File: src/rtl/prefix_pkg.sv
// Shared types and constants for the prefix-adder scheduler slice.
package prefix_pkg;

   localparam int unsigned PFX_W = 32;

   typedef enum logic [1:0] {
      IDLE,
      EXEC,
      HOLD
   } state_t;

endpackage

File: src/rtl/prefix_adder32.sv
// Combinational 32-bit Kogge-Stone prefix adder with carry-in and carry-out.
module prefix_adder32
   import prefix_pkg::*;
(
   input  logic [PFX_W-1:0] a,
   input  logic [PFX_W-1:0] b,
   input  logic             cin,
   output logic [PFX_W-1:0] sum,
   output logic             cout
);

   localparam int unsigned LVLS = 5;
   localparam int unsigned DFIN = 1 << (LVLS - 1);

   logic [PFX_W-1:0] g_fin;

   // Carry-in is folded into bit 0's generate, so g_fin[i] is the carry out of bit i.
   for (genvar l = 0; l < LVLS; l++) begin : lvl
      logic [PFX_W-1:0] g;
      logic [PFX_W-1:0] p;
      if (l == 0) begin : base
         assign p = a ^ b;
         assign g = {a[PFX_W-1:1] & b[PFX_W-1:1], (a[0] & b[0]) | ((a[0] ^ b[0]) & cin)};
      end else begin : span
         localparam int unsigned D = 1 << (l - 1);
         assign g = lvl[l-1].g | (lvl[l-1].p & {lvl[l-1].g[PFX_W-1-D:0], {D{1'b0}}});
         assign p = lvl[l-1].p & {lvl[l-1].p[PFX_W-1-D:0], {D{1'b1}}};
      end
   end

   assign g_fin = lvl[LVLS-1].g | (lvl[LVLS-1].p & {lvl[LVLS-1].g[PFX_W-1-DFIN:0], {DFIN{1'b0}}});
   assign sum   = lvl[0].p ^ {g_fin[PFX_W-2:0], cin};
   assign cout  = g_fin[PFX_W-1];

endmodule

File: src/rtl/prefix_add_sched.sv
// Two-requester round-robin scheduler around a shared prefix adder.
// Define PFX_SUB_EN to add per-requester subtract inputs (req0_sub/req1_sub).
module prefix_add_sched
   import prefix_pkg::*;
#(
   parameter int unsigned RR_INIT = 0
)
(
   input  logic             clk,
   input  logic             rst,
   input  logic             req0_valid,
   output logic             req0_ready,
   input  logic [PFX_W-1:0] req0_a,
   input  logic [PFX_W-1:0] req0_b,
   input  logic             req0_cin,
   input  logic             req1_valid,
   output logic             req1_ready,
   input  logic [PFX_W-1:0] req1_a,
   input  logic [PFX_W-1:0] req1_b,
   input  logic             req1_cin,
`ifdef PFX_SUB_EN
   input  logic             req0_sub,
   input  logic             req1_sub,
`endif
   output logic             rsp_valid,
   input  logic             rsp_ready,
   output logic [PFX_W-1:0] rsp_sum,
   output logic             rsp_cout,
   output logic             rsp_id
);

   localparam logic RR_PTR = 1'(RR_INIT);

   state_t           state;
   logic             ptr;
   logic             grant0;
   logic             grant1;
   logic [PFX_W-1:0] sel_a;
   logic [PFX_W-1:0] sel_b;
   logic             sel_cin;
   logic [PFX_W-1:0] op_a;
   logic [PFX_W-1:0] op_b;
   logic             op_cin;
   logic             op_id;
   logic [PFX_W-1:0] add_sum;
   logic             add_cout;

   always_comb begin
      grant0 = 1'b0;
      grant1 = 1'b0;
      if (state == IDLE && !rst) begin
         if (req0_valid && (!req1_valid || !ptr))
            grant0 = 1'b1;
         else if (req1_valid)
            grant1 = 1'b1;
      end
   end

   assign req0_ready = grant0;
   assign req1_ready = grant1;

   // Subtract is folded in at capture time so the adder only ever sees a + b + cin.
   always_comb begin
      sel_a   = grant1 ? req1_a   : req0_a;
      sel_b   = grant1 ? req1_b   : req0_b;
      sel_cin = grant1 ? req1_cin : req0_cin;
`ifdef PFX_SUB_EN
      if (grant1 ? req1_sub : req0_sub) begin
         sel_b   = ~sel_b;
         sel_cin = 1'b1;
      end
`endif
   end

   prefix_adder32 u_adder (
      .a    (op_a),
      .b    (op_b),
      .cin  (op_cin),
      .sum  (add_sum),
      .cout (add_cout)
   );

   always_ff @(posedge clk) begin
      if (rst) begin
         state     <= IDLE;
         ptr       <= RR_PTR;
         rsp_valid <= 1'b0;
         rsp_sum   <= '0;
         rsp_cout  <= 1'b0;
         rsp_id    <= 1'b0;
         op_a      <= '0;
         op_b      <= '0;
         op_cin    <= 1'b0;
         op_id     <= 1'b0;
      end else begin
         case (state)
            IDLE: begin
               if (grant0 || grant1) begin
                  op_a   <= sel_a;
                  op_b   <= sel_b;
                  op_cin <= sel_cin;
                  op_id  <= grant1;
                  ptr    <= grant0;
                  state  <= EXEC;
               end
            end
            EXEC: begin
               rsp_sum   <= add_sum;
               rsp_cout  <= add_cout;
               rsp_id    <= op_id;
               rsp_valid <= 1'b1;
               state     <= HOLD;
            end
            HOLD: begin
               if (rsp_ready) begin
                  rsp_valid <= 1'b0;
                  state     <= IDLE;
               end
            end
            default: state <= IDLE;
         endcase
      end
   end

endmodule

File: config.mk
export PLATFORM = sky130hd
export DESIGN_NAME = prefix_add_sched
export DESIGN_NICKNAME = d
export VERILOG_FILES = /design/src/rtl/prefix_pkg.sv /design/src/rtl/prefix_adder32.sv /design/src/rtl/prefix_add_sched.sv
export SDC_FILE = /design/constraint.sdc
export NUM_CORES = 1
export LEC_CHECK = 0
export CAP_MARGIN = 20
export CORE_ASPECT_RATIO = 0.5
export CORE_MARGIN = 2
export CORE_UTILIZATION = 50
export DETAILED_ROUTE_END_ITERATION = 6
export PLACE_DENSITY = 0.81
export SETUP_SLACK_MARGIN = 0.2
export SLEW_MARGIN = 5
export SYNTH_ARGS = -nofsm -noshare
export SYNTH_HDL_FRONTEND = slang
export SYNTH_HIERARCHICAL = 1
export SYNTH_SLANG_ARGS = --single-unit
export TNS_END_PERCENT = 10
File: constraint.sdc
create_clock -name clk -period 3.2 [get_ports clk]
set_input_delay 0.64 -clock clk [delete_from_list [all_inputs] [get_ports clk]]
set_output_delay 0.64 -clock clk [all_outputs]
set_load 0.01 [all_outputs]
==> key figures <==
Clocking
  – TritonCTS Buffers: 9
  – Worst-path clk slew: 0.08 ns
  – Root buf cell: clkbuf_16
  – CTS Buffer Depth: 2
  – Post-CTS Setup Bufs: 0
  – CTS tree: done
  – Worst skew pair latency: 0.35 ns
  – Clock sink count: 104
  – Htree depth: 3

Yosys
  – Synthesized cell area: 6812 µm²
  – Ys flop type: dfxtp_1
  – Average cell area after synthesis: 8.246 µm²
  – Synth cell types: 60
  – FFs w/ async S/R, synth: 0%
  – Post-synth EDFFs: 0
  – Post-synthesis sequential area ratio: 30.57%
  – #FFs+latches synth: 104
  – Synth warn: 6
  – Cell count after synthesis: 826
  – Syn Nets: 994

Layout
  – Fin cells: 1,114
  – Register area: 2082 µm²
  – Most frequent cells in the layout: clkdlybuf4s50_1, a21oi_1, dfxtp_1, nand2_1, a311oi_1
  – Fillers: 1,136
  – Area of the multi-input gates: 4353 µm²
  – Area delta synth->final: 30.88%
  – Antenna diodes: 0
  – Commonest non-fill, non-tap cell in the layout: clkdlybuf4s50_1
  – Layout cells sized above 1: 6.610%
  – Nets@finish: 1,101

Routing
  – Number of vias per cell: 6.452
  – First-iteration detailed-routing DRC count: 732
  – Post-route DRC violation count: 0
  – DR vias: 7,187
  – Remaining antenna violation count: 0
  – WL/cell: 19.96 µm
  – Pre-antenna DRT Iters: 5
  – DRT Wirelength: 22.23 mm

Floorplan
  – DIE WIDTH: 169.1 µm
  – Die ar.: 14,630 µm²
  – # IOs: 172
  – CORE AREA: 13,440 µm²
  – Starting density of the core: 50.69%
  – Die Height: 86.53 µm
  – Site Rows: 30

STA
  – Slew HR: 45.43%
  – Worst setup margin: 0.3250 ns
  – Setup_tns: 0 ns
  – Highest Clock Rate: 347.8 MHz
  – Tcrit/Tclk final: 89.84%
  – Hold Slack: 0.4567 ns
  – Actual slew at the worst max-slew pin: 0.8185 ns
  – Setup repair after global routing missed its margin: yes
  – Min cycle time layout: 2.875 ns
  – Max Clock Skew: 0.01114 ns
  – Max Slew Vio Count: 0
  – Hold Vio Cnt, Final: 0
  – Final setup fails: 0

Placed design
  – Port Buf Inserts: 171
  – DP HPWL: 16.01 mm
  – DP Worst Slack: 0.08197 ns
  – Routability Congestion: 0.8840
  – Placed insts: 1,098

Worst setup path
  – Crit. Startpoint: op_a[0]
  – Endpoint type of the worst setup path: flip-flop
  – Reg-to-Reg Start: op_a[0]
  – Worst-path fanout max: 4
  – CP Depth: 11
  – Crit-path leading delay family: compound AO/OA/AOI/OAI gates
  – Worst r2r path cells: 11
  – R2r setup slk: 0.33 ns
  – WS Path Type: reg -> reg
  – Max stage delay cell, worst path: fa_1
  – Reg2reg end: rsp_sum[24]
  – Crit path to: rsp_sum[24]
  – Data arrival, critical path: 3.16 ns
  – Req. time, crit path: 3.48 ns
  – CP max stage delay: 0.49 ns
  – Critical path, cell by cell: fa_1 > fa_2 > a211oi_2 > o211ai_1 > a21oi_2 > buf_4 > o21bai_1 > and4_1 > a2111oi_2 > nand2_1 > a21oi_1
  – CP Launch Type: flip-flop
  – Buf+Inv Stages, Crit Path: 1

Job
  – Max Cap Viol: 0

Power and ir drop
  – PwrDens: 462.9 nW/µm²
  – Static leakage: 3.154 nW
  – Maximum VDD drop: 298.7 µV

Global routing
  – Vias in the first global route: 6,554
  – Antenna violations before repair: 0
  – First-pass GRT wire length: 34.91 mm
  – Congestion Overflow GR: 0
  – Largest net degree at the start of global routing: 206
  – GRT Util Overall: 30.14%

Status
  – Status: finished clean

Worst hold path
  – Hold WC Path Type: reg -> reg
per-layer routing:
layer	wire length, µm	GRT usage, %	vias up
met4	306	7.304	0
met1	10560	43.41	3442
met5	0	0	-
met2	9720	46.20	299
met3	1644	6.530	28
li1	-	-	3418
area by class of cell:
type,count,area share [%]
Multi-Input combinational cell,624,48.83
Sequential cell,104,23.35
Timing Repair Buffer,187,20.86
Clock buffer,9,2.526
Tap cell,176,2.470
Clock inverter,7,1.670
Inverter,7,0.2947
sequential cells by signal, summed over array words and instances (netlist names):
signal	cells
op_cin	1
op_id	1
rsp_valid	1
op_b	32
rsp_sum	32
ptr	1
rsp_cout	1
rsp_id	1
op_a	32
state	2
synth_stat cells (all sizes together), types with 3 or more instances:
cell type	number	area [µm²]
a21boi	4	30.03
inv	7	26.28
dfxtp	104	2082
xnor2	15	131.4
ha	31	387.9
a311oi	66	578.1
a31oi	3	18.77
a21o	14	106.4
buf	25	141.4
or2	3	18.77
o211ai	5	37.54
nand2	94	352.8
a211oi	7	57.55
clkbuf	66	247.7
nand4	8	50.05
nand3	3	15.01
o21a	6	45.04
nor2	17	63.81
o31ai	67	548.0
nand4b	65	569.3
nor3	8	40.04
nand3b	3	22.52
xor2	11	96.34
and3	3	18.77
and2	5	31.28
o21ai	15	78.83
a21oi	136	680.7
kinds of logic after synthesis:
group,after synthesis,synth area share [%]
mux,1,0.1470
fa+ha+maj,33,6.282
simple gates,224,19.09
compound gates,340,34.48
buf+inv,98,6.099
xor+xnor,26,3.343
flops,104,30.57
metrics by stage:
step	total power, mW	area [µm²]	utilization [%]
2_1_floorplan	2.271	6812	-
3_3_place_gp	2.719	8508	63.31
3_5_place_dp	2.743	8528	63.46
4_1_cts	4.109	8901	66.24
5_1_grt	4.314	8915	66.34
6_report	4.127	8915	66.34
worst reg2reg max path, cell delays in order (launching register included):
cell and delay (ns):
dfxtp_1 0.33, fa_1 0.49, fa_2 0.40, a211oi_2 0.26
o211ai_1 0.16, a21oi_2 0.20, buf_4 0.16, o21bai_1 0.09
and4_1 0.21, a2111oi_2 0.32, nand2_1 0.09, a21oi_1 0.12
where the power goes:
part / leakage [nW] / switching [mW] / internal [mW]
Clock: 0.183 / 0.523 / 0.856
Sequential: 0.854 / 0.110 / 1.41
Combinational: 2.12 / 0.687 / 0.540
Total: 3.15 / 1.32 / 2.81
timing repair:
item / CTS / global route
resized for setup: 1 / 5
hold buffers: 0 / 0
endpoints found under the hold margin: 0 / 0
setup endpoints to repair: 6 / 9
worst min-delay path by stage:
stage | startpoint | end | slack [ns] | cells past startpoint
after floorplan | op_id | rsp_id | 0.43 | 2
after global placement | rsp_sum[28] | rsp_sum[28] | 0.44 | 2
after detailed placement | rsp_sum[11] | rsp_sum[11] | 0.45 | 2
after CTS | rsp_sum[0] | rsp_sum[0] | 0.46 | 2
after global routing | rsp_sum[29] | rsp_sum[29] | 0.48 | 2
final | rsp_sum[4] | rsp_sum[4] | 0.46 | 2
Note: power is estimated with default switching activity, not from simulation.
